### src/rtl/uart_pkg.sv
`default_nettype none
// +--------------------------------------------------------------------------+
// | Module   : uart_pkg                                                       |
// | Purpose  : Shared UART definitions: FSM state encoding, oversampling      |
// |            ratio and default frame format for the transmitter and the    |
// |            receiver.                                                     |
// | Ports    : none (package)                                                |
// | Revision : 1.0 - initial release                                         |
// +--------------------------------------------------------------------------+
package uart_pkg;

  // Frame phases; both ends of the link walk through the same sequence.
  typedef enum logic [1:0] {
    IDLE  = 2'd0,
    START = 2'd1,
    DATA  = 2'd2,
    STOP  = 2'd3
  } uart_state_t;

  // s_tick pulses per bit period (16x oversampling).
  localparam int OVERSAMPLE      = 16;

  // Default 8N1 with one stop bit.
  localparam int DEFAULT_DBIT    = 8;
  localparam int DEFAULT_SB_TICK = 16;

endpackage : uart_pkg
`default_nettype wire

### src/rtl/uart_tx.sv
`default_nettype none
// +--------------------------------------------------------------------------+
// | Module   : uart_tx                                                        |
// | Purpose  : UART serial transmitter. Accepts one parallel word per request |
// |            and shifts it out as start bit, DBIT data bits LSB first, and |
// |            a stop phase of SB_TICK oversampling ticks.                   |
// | Ports    : clk          - system clock, rising edge                      |
// |            reset        - synchronous active-high reset                  |
// |            s_tick       - 16x baud enable pulse                          |
// |            tx_start     - level request to send din (sampled in IDLE)    |
// |            din          - word to send, captured on the accepting edge   |
// |            tx           - registered serial line, idles high             |
// |            tx_busy      - high whenever the FSM is not in IDLE           |
// |            tx_done_tick - one-cycle pulse as the stop phase completes    |
// | Revision : 1.0 - initial release                                         |
// +--------------------------------------------------------------------------+
module uart_tx
  import uart_pkg::*;
#(
  parameter int DBIT    = DEFAULT_DBIT,
  parameter int SB_TICK = DEFAULT_SB_TICK
) (
  input  logic            clk,
  input  logic            reset,
  input  logic            s_tick,
  input  logic            tx_start,
  input  logic [DBIT-1:0] din,
  output logic            tx,
  output logic            tx_busy,
  output logic            tx_done_tick
);

  localparam logic [4:0] C_S_LAST  = 5'(OVERSAMPLE - 1);
  localparam logic [4:0] C_SB_LAST = 5'(SB_TICK - 1);
  localparam logic [2:0] C_N_LAST  = 3'(DBIT - 1);

  uart_state_t     state_q, state_d;
  logic [4:0]      s_q, s_d;       // oversampling tick counter
  logic [2:0]      n_q, n_d;       // data bit counter
  logic [DBIT-1:0] b_q, b_d;       // shift register, LSB goes out first
  logic            tx_q, tx_d;
  logic            done_q, done_d;

  always_ff @(posedge clk) begin
    if (reset) begin
      state_q <= IDLE;
      s_q     <= '0;
      n_q     <= '0;
      b_q     <= '0;
      tx_q    <= 1'b1;
      done_q  <= 1'b0;
    end else begin
      state_q <= state_d;
      s_q     <= s_d;
      n_q     <= n_d;
      b_q     <= b_d;
      tx_q    <= tx_d;
      done_q  <= done_d;
    end
  end

  // tx_d is the line level of the current phase, so the registered line
  // follows each state change one clock later.
  always_comb begin
    state_d = state_q;
    s_d     = s_q;
    n_d     = n_q;
    b_d     = b_q;
    done_d  = 1'b0;
    tx_d    = 1'b1;

    case (state_q)
      IDLE: begin
        tx_d = 1'b1;
        if (tx_start) begin
          b_d     = din;
          s_d     = '0;
          state_d = START;
        end
      end

      START: begin
        tx_d = 1'b0;
        if (s_tick) begin
          if (s_q == C_S_LAST) begin
            s_d     = '0;
            n_d     = '0;
            state_d = DATA;
          end else begin
            s_d = s_q + 5'd1;
          end
        end
      end

      DATA: begin
        tx_d = b_q[0];
        if (s_tick) begin
          if (s_q == C_S_LAST) begin
            s_d = '0;
            b_d = {1'b0, b_q[DBIT-1:1]};
            if (n_q == C_N_LAST) begin
              state_d = STOP;
            end else begin
              n_d = n_q + 3'd1;
            end
          end else begin
            s_d = s_q + 5'd1;
          end
        end
      end

      STOP: begin
        tx_d = 1'b1;
        if (s_tick) begin
          if (s_q == C_SB_LAST) begin
            s_d     = '0;
            done_d  = 1'b1;
            state_d = IDLE;
          end else begin
            s_d = s_q + 5'd1;
          end
        end
      end

      default: begin
        state_d = IDLE;
      end
    endcase
  end

  assign tx           = tx_q;
  assign tx_busy      = (state_q != IDLE);
  assign tx_done_tick = done_q;

endmodule : uart_tx
`default_nettype wire

### config.mk
export PLATFORM = sky130hd
export DESIGN_NAME = uart_tx
export DESIGN_NICKNAME = d
export VERILOG_FILES = /design/src/rtl/uart_pkg.sv /design/src/rtl/uart_tx.sv
export SDC_FILE = /design/constraint.sdc
export NUM_CORES = 1
export LEC_CHECK = 0
export CAP_MARGIN = 5
export CORE_MARGIN = 1.5
export CORE_UTILIZATION = 45
export DETAILED_ROUTE_END_ITERATION = 6
export GPL_TIMING_DRIVEN = 0
export PLACE_DENSITY = 0.74
export SETUP_SLACK_MARGIN = 0.02
export SLEW_MARGIN = 0
export SYNTH_ARGS = -nofsm -noshare
export SYNTH_HDL_FRONTEND = slang
export SYNTH_SLANG_ARGS = --single-unit
### constraint.sdc
create_clock -name clk -period 2 [get_ports clk]
set_clock_uncertainty 0.15 [all_clocks]
set_input_delay 0.6 -clock clk [delete_from_list [all_inputs] [get_ports clk]]
set_output_delay 0.6 -clock clk [all_outputs]
set_load 0.05 [all_outputs]
==> summary.md <==
| Metric | Value |
|---|---|
| Post-Route Setup TNS | 0 ps |
| Post-synth EDFFs | 0 |
| Yosys top cell area share | between 30% and 40% |
| Port buffer count | 14 |
| Root Driver | clkbuf_4 |
| DP Worst Slack | -498 ps |
| Critical Path Source Type | flop |
| Seq/Total Area, Yosys | 35.2% |
| Main synth FF type | dfxtp_1 |
| First-pass GRT wire length | approximately 3700 µm |
| Final setup vio count | 0 |
| Area of the multi-input gates | approximately 690 µm² |
| CTS tree | built |
| Clock transition at path regs | ~100 ps |
| Total core area | between 2000 and 2500 µm² |
| Post-Syn Instances | approximately 120 |
| Fillers | 218 |
| Worst r2r path cells | 7 |
| Peak VDD IR | between 0.0006 and 0.0007 V |
| Worst Hold Class | reg2reg |
| Floorplan die area | 2840 µm² |
| CTS Buffer Depth | 2 |
| Post-DRT Antenna Nets | 0 |
| Relative slew slack | around two thirds |
| Met3 Routed Length | around 57 µm |
| Max-cap violations | 0 |
| 1st-iter DRT viols | 18 |
| Power Density | 1180 nW/µm² |
| Vias/cell | approximately 5.8 |
| Antenna Cells | 0 |
| CP endpoint kind | flop |
| Vias in the first global route | between 800 and 900 |
| TritonCTS Buffers | 3 |
| Yosys top cell by area | dfxtp_1 |
| Syn Area/Cell | a little under 10 µm² |
| DR top layer | met4 |
| Kind of critical path | reg2reg |
| IO Pins | 15 |
| Measured slew at the worst slew-check pin | 484 ps |
| Initial Util | a little under half |
| Pleak | ~0.52 nW |
| CP arrival | about 2000 ps |
| Final Max Tran Viols | 0 |
| Sequential Area | around 400 µm² |
| WL met1 | around 1100 µm |
| GRT overflow | 0 |
| Min-Delay Endpoint | n_q[2] |
| Netlist cell types | 34 |
| Crit path time final | just under 2000 ps |
| Vias | around 950 |
| Clock sinks | 20 |
| Routed wire per std cell | 13.5 µm |
| RR Startpoint | state_q[1] |
| F_max | between 0.5 and 0.6 GHz |
| Hold path depth | 2 |
| Flop-to-flop setup slack | around 60 ps |
| Gr usage total | 17.5% |
| Most frequent cell after synthesis | dfxtp_1 |
| Post-synth ARST share | 0% |
| Site Rows | 18 |
| Mapped Nets | around 130 |
| Final Power | approximately 1.6 mW |
| Placer Congestion | roughly 0.86 |
| Number of nets in the layout | 155 |
| Detailed-route DRC error count | 0 |
| PnR worst setup slack | between 50 and 60 ps |
| CP max FO | 8 |
| Largest net degree at the start of global routing | 11 |
| Core Util, Final | approximately 57% |
| Area contributors post-synth | dfxtp_1 (35%), mux2i_1 (7.9%), ha_1 (7.7%) |
| Post-Route WL | 2210 µm |
| DR WL met2 | 1070 µm |
| YS warnings | 0 |
| HP Start | n_q[2] |
| Clock Latency Late Sink | around 290 ps |
| Register bit total from synthesis | 20 |
| RR Endpoint | state_q[1] |
| Antenna violations before repair | 0 |
| Synth top cells by count | dfxtp_1 (20), a21oi_1 (17), mux2i_1 (9), nor2_1 (8), ha_1 (7) |
| Share of layout cells above drive strength 1 | about a fifth |
| Final period utilization | between 90% and 100% |
| Die extent in x | 53.3 µm |
| P&R area growth vs syn | 22.8% |
| Syn Std Cell Area | about 1100 µm² |
| H-tree depth | 1 |
| Die H | 53.3 µm |
| Final Hold Fails | 0 |
| Drt first pass iters | 4 |
| Crit path required time | around 2000 ps |
| DP HPWL | ~1600 µm |
| RSZ-0062 raised after global routing | false |
| Outcome | finished clean |
==> metal layers <==
metal	vias up	global-route usage, %
met5	-	0
li1	473	-
met3	2	2.54
met4	0	6.41
met2	12	27.8
met1	462	23.9
==> kinds of logic after synthesis <==
family                   synth area share, %
AO/OA/AOI/OAI                           26.7
adder cells (fa/ha/maj)                 7.70
buffers and inverters                   6.49
flip-flops                              35.2
multiplexers                            7.92
AND/OR/NAND/NOR                         16.0
==> worst max-delay path by stage <==
stage / from / endpoint / slack (ps) / cells after the start
4_1_cts: state_q[0] / tx_busy / -20 / 5
3_3_place_gp: state_q[0] / tx_busy / -490 / 5
3_5_place_dp: state_q[0] / tx_busy / -500 / 5
2_1_floorplan: state_q[0] / tx_busy / 150 / 4
6_report: state_q[1] / state_q[1] / 60 / 7
5_1_grt: state_q[0] / tx_busy / 20 / 4
==> placed cells by master, fill, tap and decap left out, drive strengths merged, types with 3 or more instances in the layout <==
cell type,instances
mux2i,9
dfxtp,20
nor2,8
inv,4
nor3b,3
clkdlybuf4s50,10
nand2b,5
ha,7
nand2,3
a21oi,17
clkbuf,4
nand3,5
dlygate4sd2,3
buf,9
a311oi,7
==> repair_timing <==
action | CTS | global route
buffers inserted | 1 | 2
hold buffers | 0 | 0
pin swaps | 1 | 1
setup endpoints to repair | 10 | 6
gates resized for setup | 20 | 7
==> metrics by stage <==
stage / area [µm²] / instances / hold slack [ps]
floorplan: 1140 / 115 / 300
global placement: 1320 / 159 / 309
detailed placement: 1320 / 159 / 322
CTS: 1360 / 163 / 341
global route: 1400 / 164 / 359
finish: 1400 / 164 / 335
==> final cells by class <==
class / count / share of cell area [%]
Buffer: 6 / 3.85
Clock buffer: 3 / 1.61
Inverter: 4 / 1.25
Multi-Input combinational cell: 84 / 49.6
Sequential cell: 20 / 29.2
Tap cell: 30 / 2.69
Timing Repair Buffer: 17 / 11.7
==> flip-flops by register name (all words and copies together) (netlist names) <==
| name | flops |
|---|---|
| b_q | 8 |
| n_q | 3 |
| s_q | 5 |
| state_q | 2 |
| tx | 1 |
| tx_done_tick | 1 |
==> power by group <==
| group | total [mW] | switching [mW] | leakage (nW) | internal [mW] |
|---|---|---|---|---|
| clock network | 0.185 | 0.115 | 0.0138 | 0.0700 |
| registers | 0.543 | 0.0505 | 0.165 | 0.492 |
| logic | 0.920 | 0.490 | 0.343 | 0.430 |
| total | 1.65 | 0.656 | 0.522 | 0.992 |
==> critical path, stage by stage (launching register included) <==
cell and delay (ps):
dfxtp_4 360, buf_4 130, ha_1 180, buf_6 140, or3_1 410, o41ai_4 90, a2111oi_1 120, a211o_1 250
(Power assumes the default switching activity.)
